--- config.mk ---
export PLATFORM = sky130hd
export DESIGN_NAME = seq_lock_fsm_param
export DESIGN_NICKNAME = d
export VERILOG_FILES = /design/src/rtl/seq_lock_fsm_param.sv
export SDC_FILE = /design/constraint.sdc
export NUM_CORES = 1
export LEC_CHECK = 0
export CORE_MARGIN = 1.5
export CORE_UTILIZATION = 51
export CTS_CLUSTER_DIAMETER = 40
export CTS_CLUSTER_SIZE = 24
export DETAILED_ROUTE_END_ITERATION = 7
export GPL_TIMING_DRIVEN = 0
export PLACE_DENSITY = 0.87
export SYNTH_ARGS = -nofsm -noshare
export SYNTH_HDL_FRONTEND = slang
export SYNTH_SLANG_ARGS = --single-unit
--- constraint.sdc ---
create_clock -name clk -period 1.6 [get_ports clk]
set_input_delay 0.48 -clock clk [delete_from_list [all_inputs] [get_ports clk]]
set_output_delay 0.48 -clock clk [all_outputs]
set_load 0.02 [all_outputs]
--- src/rtl/seq_lock_fsm_param.sv ---
// seq_lock_fsm_param: parametrised serial combination lock / sequence detector.
//   Shifts in accepted bits (data_valid) and pulses unlock one clk after the
//   bit that completes a match against the runtime-loadable code register.
//   Sliding-window (OVERLAP=1) or framed (OVERLAP=0) matching; failed attempts
//   are counted in fail_cnt and saturate at MAX_FAIL.
//   Optional lockout phase enabled by defining SEQ_LOCK_LOCKOUT_EN.
// Ports:
//   clk, rst_n                 clock, asynchronous active-low reset
//   data_in, data_valid        serial code bit and its qualifier
//   pattern_load, pattern_in   load a new code (wins over data_valid)
//   unlock                     one-cycle pulse on a match
//   lockout                    high while locked out (0 when feature disabled)
//   fail_cnt                   consecutive failed attempts
module seq_lock_fsm_param #(
  parameter int                   PATTERN_W      = 4,
  parameter logic [PATTERN_W-1:0] PATTERN        = 4'b1011,
  parameter bit                   OVERLAP        = 1'b1,
  parameter int                   MAX_FAIL       = 3,
  parameter int                   LOCKOUT_CYCLES = 16
) (
  input  logic                            clk,
  input  logic                            rst_n,
  input  logic                            data_in,
  input  logic                            data_valid,
  input  logic                            pattern_load,
  input  logic [PATTERN_W-1:0]            pattern_in,
  output logic                            unlock,
  output logic                            lockout,
  output logic [$clog2(MAX_FAIL+1)-1:0]   fail_cnt
);

  localparam int FC_W   = $clog2(MAX_FAIL + 1);
  localparam int FILL_W = $clog2(PATTERN_W);
  localparam int BS_W   = $clog2(2 * PATTERN_W + 1);

  typedef enum logic [1:0] {S_FILL, S_RUN, S_LOCKOUT} state_t;

  state_t                state_q, state_d;
  logic [PATTERN_W-1:0]  window_q, window_d;
  logic [PATTERN_W-1:0]  code_q, code_d;
  logic [FILL_W-1:0]     fill_q, fill_d;
  logic [BS_W-1:0]       bits_since_q, bits_since_d;
  logic [FC_W-1:0]       fail_cnt_q, fail_cnt_d;
  logic                  unlock_q, unlock_d;

  logic [PATTERN_W-1:0]  new_win;
  logic                  hit;
  logic                  last_fill;
  logic                  full;
  logic                  fail_hit;

`ifdef SEQ_LOCK_LOCKOUT_EN
  localparam int LC_W = (LOCKOUT_CYCLES > 1) ? $clog2(LOCKOUT_CYCLES) : 1;
  logic [LC_W-1:0]       lock_cnt_q, lock_cnt_d;
  logic                  lockout_q, lockout_d;
`endif

  assign new_win   = {window_q[PATTERN_W-2:0], data_in};
  assign hit       = (new_win == code_q);
  // The bit arriving at fill==PATTERN_W-1 completes the window and is judged on this edge.
  assign last_fill = (state_q == S_FILL) && (fill_q == FILL_W'(PATTERN_W - 1));
  assign full      = last_fill || (state_q == S_RUN);

  always_comb begin
    state_d      = state_q;
    window_d     = window_q;
    code_d       = code_q;
    fill_d       = fill_q;
    bits_since_d = bits_since_q;
    fail_cnt_d   = fail_cnt_q;
    unlock_d     = 1'b0;
    fail_hit     = 1'b0;
`ifdef SEQ_LOCK_LOCKOUT_EN
    lock_cnt_d   = lock_cnt_q;

    if (state_q == S_LOCKOUT) begin
      // Count held at LOCKOUT_CYCLES-1 on entry, so lockout spans exactly LOCKOUT_CYCLES clks.
      if (lock_cnt_q == '0) begin
        state_d      = S_FILL;
        fill_d       = '0;
        fail_cnt_d   = '0;
        bits_since_d = '0;
      end else begin
        lock_cnt_d = lock_cnt_q - 1'b1;
      end
    end else
`endif
    if (pattern_load) begin
      code_d       = pattern_in;
      fill_d       = '0;
      fail_cnt_d   = '0;
      bits_since_d = '0;
      state_d      = S_FILL;
    end else if (data_valid) begin
      window_d = new_win;
      if ((state_q == S_FILL) && !last_fill) begin
        fill_d = fill_q + 1'b1;
      end
      if (OVERLAP) begin
        if (full) begin
          state_d = S_RUN;
        end
        if (full && hit) begin
          unlock_d     = 1'b1;
          fail_cnt_d   = '0;
          bits_since_d = '0;
        end else if (bits_since_q == BS_W'(2 * PATTERN_W - 1)) begin
          // Two code lengths of accepted bits without a match is one failed attempt.
          bits_since_d = '0;
          fail_hit     = 1'b1;
        end else begin
          bits_since_d = bits_since_q + 1'b1;
        end
      end else if (last_fill) begin
        // Frame closes: restart filling so frames never share bits.
        fill_d  = '0;
        state_d = S_FILL;
        if (hit) begin
          unlock_d   = 1'b1;
          fail_cnt_d = '0;
        end else begin
          fail_hit = 1'b1;
        end
      end
    end

    if (fail_hit) begin
      if (fail_cnt_q != FC_W'(MAX_FAIL)) begin
        fail_cnt_d = fail_cnt_q + 1'b1;
      end
`ifdef SEQ_LOCK_LOCKOUT_EN
      if (fail_cnt_q == FC_W'(MAX_FAIL - 1)) begin
        state_d    = S_LOCKOUT;
        lock_cnt_d = LC_W'(LOCKOUT_CYCLES - 1);
      end
`endif
    end

`ifdef SEQ_LOCK_LOCKOUT_EN
    lockout_d = (state_d == S_LOCKOUT);
`endif
  end

  always_ff @(posedge clk or negedge rst_n) begin
    if (!rst_n) begin
      state_q      <= S_FILL;
      window_q     <= '0;
      code_q       <= PATTERN;
      fill_q       <= '0;
      bits_since_q <= '0;
      fail_cnt_q   <= '0;
      unlock_q     <= 1'b0;
`ifdef SEQ_LOCK_LOCKOUT_EN
      lock_cnt_q   <= '0;
      lockout_q    <= 1'b0;
`endif
    end else begin
      state_q      <= state_d;
      window_q     <= window_d;
      code_q       <= code_d;
      fill_q       <= fill_d;
      bits_since_q <= bits_since_d;
      fail_cnt_q   <= fail_cnt_d;
      unlock_q     <= unlock_d;
`ifdef SEQ_LOCK_LOCKOUT_EN
      lock_cnt_q   <= lock_cnt_d;
      lockout_q    <= lockout_d;
`endif
    end
  end

  assign unlock   = unlock_q;
  assign fail_cnt = fail_cnt_q;
`ifdef SEQ_LOCK_LOCKOUT_EN
  assign lockout  = lockout_q;
`else
  assign lockout  = 1'b0;
`endif

endmodule
==> summary.md <==
| Metric | Value |
|---|---|
| Status | finished clean |
| Die W | between 40 and 50 um |
| Worst path max stage delay | 0.42 ns |
| Final core utilization | 65.2% |
| Total power | 862 uW |
| Dpl cell area | 995 um^2 |
| Final instance area | 0.00102 mm^2 |
| Final HPWL DP | roughly 1.1 mm |
| Area of the core | roughly 0.0016 mm^2 |
| Row count | 14 |
| Fin. max-slew vios | 0 |
| First-pass GRT wire length | roughly 2.5 mm |
| MaxCap Viol Count | 0 |
| Synth Register Bits | 17 |
| Leak pwr | 0.468 nW |
| Unique masters post-synth | 27 |
| Die area | 0.00197 mm^2 |
| Layout cells sized above 1 | 26.7% |
| Hold path depth | 2 |
| Layout Cells excl Fill | 106 |
| Io pins | 13 |
| Critical Path End Type | output port |
| Largest vdd supply drop | 591 uV |
| Initial antenna violation count | 0 |
| Slowest CP cell | dfrtp_1 |
| Sw Share | 24.9% |
| Clk sinks | 17 |
| Pre-CTS WS | -0.159 ns |
| Reg2Reg Setup Slack | about 0.21 ns |
| Stages on worst setup path | 1 |
| WL per Instance | 12.5 um |
| Mapped Cells | 76 |
| Internal | 647 uW |
| Tightest Pin Transition | 0.730 ns |
| Bufs on Longest Clock Path | 2 |
| DRT iter0 DRCs | 5 |
| Final net count | 103 |
| Total number of yosys warnings | 0 |
| Vias in the first global route | 600 |
| Critical path type | flop to output port |
| Starting density of the core | 56.1% |
| Hold EP | state_q[0] |
| Cells after DPL | 102 |
| RSZ-0062 raised after global routing | no |
| Total track usage | 17.2% |
| CTS tree | yes |
| Routed Antenna Nets | 0 |
| Worst hold path class | flop to flop |
| GR Overflow Total | 0 |
| CP top delay family | flip-flops |
| Critical-path maximum fanout | 5 |
| Avg Cell Area, Syn | 11.5 um^2 |
| Layout Skew | between 0.008 and 0.009 ns |
| Skew-Pair Late Insertion Delay | 0.28 ns |
| IO Port Bufs | 10 |
| Via/cell ratio | 5.55 |
| # setup viols final | 0 |
| GP Congestion | 0.754 |
| Ant diodes | 0 |
| CP cell instances | dlygate4sd2_1 |
| First-pass detailed-route iteration total | 6 |
| Layout area overhead | 16.3% |
| Max-slew headroom | 51.2% |
| Sequential area share after synthesis | approximately half |
| CTS Buf Count | 3 |
| Syn Std Cell Area | between 800 and 900 um^2 |
| Fin. Hold Viols | 0 |
| WP buf/inv | 1 |
| Setup ws final | 0.0741 ns |
| Routed via count | 588 |
| Final wirelength | 1.33 mm |
| Clk network pwr share | 25.0% |
| Sequential Power Share | 58.5% |
| Critical R2R Capture | bits_since_q[3] |
| Post-CTS setup buffer count | 0 |
| DRC violations left | 0 |
| RR Startpoint | fill_q[0] |
| Pwr dens | 847 mW/mm^2 |
| Critical path arrival | around 1.1 ns |
| Depth of the worst register-to-register path | 5 |
| Pin count of the biggest net entering global routing | 18 |
| Die height | 44.4 um |
| Clk root buf | clkbuf_4 |
| H-tree levels | 1 |
| Net Switching | 215 uW |
| Final critical-path share of the clock period | 95.4% |
| Logic pwr share | 16.5% |
| CTS clock-pin slew for the worst setup and hold paths | 0.09 ns |
| Hold path start | state_q[0] |
| Syn nets | 88 |
| Type of origin of the critical path | flop |
| CP required | between 1 and 1.5 ns |
| F_max | 655 MHz |
| Fin crit period | 1.53 ns |
==> state kept, by name (all words and copies together) (netlist names) <==
name / count
bits_since_q: 4
code_q: 4
window_q: 3
fail_cnt: 2
fill_q: 2
state_q: 1
unlock: 1
==> cell usage in the layout, fill, tap and decap left out <==
cell type / Yosys / routed
dfrtp_1: 14 / 14
nor2_1: 9 / 9
mux2_2: 7 / 7
clkdlybuf4s50_1: 0 / 7
xor2_1: 4 / 4
nand2_1: 4 / 4
mux2i_1: 3 / 3
nor4_2: 3 / 3
and2_1: 3 / 3
ha_1: 3 / 3
clkbuf_4: 0 / 3
dfstp_2: 3 / 3
dlygate4sd2_1: 0 / 3
buf_2: 2 / 2
nor3_2: 2 / 2
and3_1: 2 / 2
o21ai_0: 2 / 2
a21oi_1: 2 / 2
inv_1: 2 / 2
clkbuf_2: 1 / 1
and3_4: 1 / 1
o31ai_2: 1 / 1
nand2b_1: 1 / 1
o211ai_1: 1 / 1
xnor2_1: 1 / 1
a32o_1: 1 / 1
nor3b_1: 1 / 1
o32ai_1: 1 / 1
buf_4: 1 / 1
conb_1: 1 / 1
clkbuf_1: 0 / 1
==> kinds of logic (layout without fill, tap and decap cells) <==
| kind of cell | count (synthesis) | after routing | synth area share (%) |
|---|---|---|---|
| AOI/OAI and AO/OA | 8 | 8 | 6.72 |
| xor gates and xnor gates | 5 | 5 | 5.01 |
| adders and majority gates | 3 | 3 | 4.29 |
| buffers and inverters | 6 | 20 | 3.43 |
| DFF | 17 | 17 | 49.1 |
| muxes | 10 | 10 | 12.4 |
| other | 1 | 1 | 0.429 |
| and+or+nand+nor | 26 | 26 | 18.6 |
==> stage by stage <==
stage,setup TNS (ns),hold slack [ns]
2_1_floorplan,0,0.184
3_3_place_gp,-0.796,0.479
3_5_place_dp,-0.964,0.510
4_1_cts,0,0.534
5_1_grt,0,0.565
6_report,0,0.526
==> cells in the mapped netlist <==
master / instances / area share [%]
dfstp_2: 3 / 9.0
a21oi_1: 2 / 1.1
dfrtp_1: 14 / 40
nor4_2: 3 / 4.3
o32ai_1: 1 / 1.0
nor3_2: 2 / 2.3
and3_4: 1 / 1.3
mux2i_1: 3 / 3.4
xor2_1: 4 / 4.0
clkbuf_2: 1 / 0.57
inv_1: 2 / 0.86
and2_1: 3 / 2.1
nor2_1: 9 / 3.9
buf_2: 2 / 1.1
o31ai_2: 1 / 1.4
nand2b_1: 1 / 0.72
and3_1: 2 / 1.4
buf_4: 1 / 0.86
ha_1: 3 / 4.3
nand2_1: 4 / 1.7
o21ai_0: 2 / 1.1
conb_1: 1 / 0.43
nor3b_1: 1 / 0.86
mux2_2: 7 / 9.0
o211ai_1: 1 / 0.86
xnor2_1: 1 / 1.0
a32o_1: 1 / 1.1
==> power groups by stage <==
| stage | clock network [mW] | logic (mW) | registers, mW |
|---|---|---|---|
| 5_1_grt | 0.242 | 0.163 | 0.511 |
| 3_5_place_dp | 0 | 0.146 | 0.512 |
| 6_report | 0.215 | 0.142 | 0.504 |
| 3_3_place_gp | 0 | 0.137 | 0.509 |
| 2_1_floorplan | 0 | 0.102 | 0.505 |
| 4_1_cts | 0.224 | 0.146 | 0.504 |
==> layout make-up <==
type	count	area, um^2
plain buffers	4	22.5
clock buffers	4	26.3
fillers	144	542
inverters	2	7.51
multi-input cells	53	415
flip-flops and latches	17	429
well taps	16	20.0
repair buffers	10	96.3
==> how the worst max path moves through the flow <==
stage	startpoint	slack, ns	to
finish	fail_cnt[0]	0.07	fail_cnt[0]
CTS	fail_cnt[0]	0.07	fail_cnt[0]
global route	data_in	0.03	bits_since_q[3]
detailed placement	data_in	-0.16	bits_since_q[3]
global placement	data_valid	-0.14	bits_since_q[0]
floorplan	fail_cnt[0]	0.26	fail_cnt[1]
==> what timing repair did <==
action	4_1_cts	5_1_grt
hold buffers	0	0
setup endpoints to repair	3	0
resized for setup	3	0
==> routing by layer <==
layer | share of wire, % | GRT usage, %
met5 | 0 | 0
met4 | 1.7 | 6.67
met1 | 39 | 19.5
met3 | 3.8 | 2.86
met2 | 55 | 31.8
No activity file was read; power rests on OpenSTA's default activity.
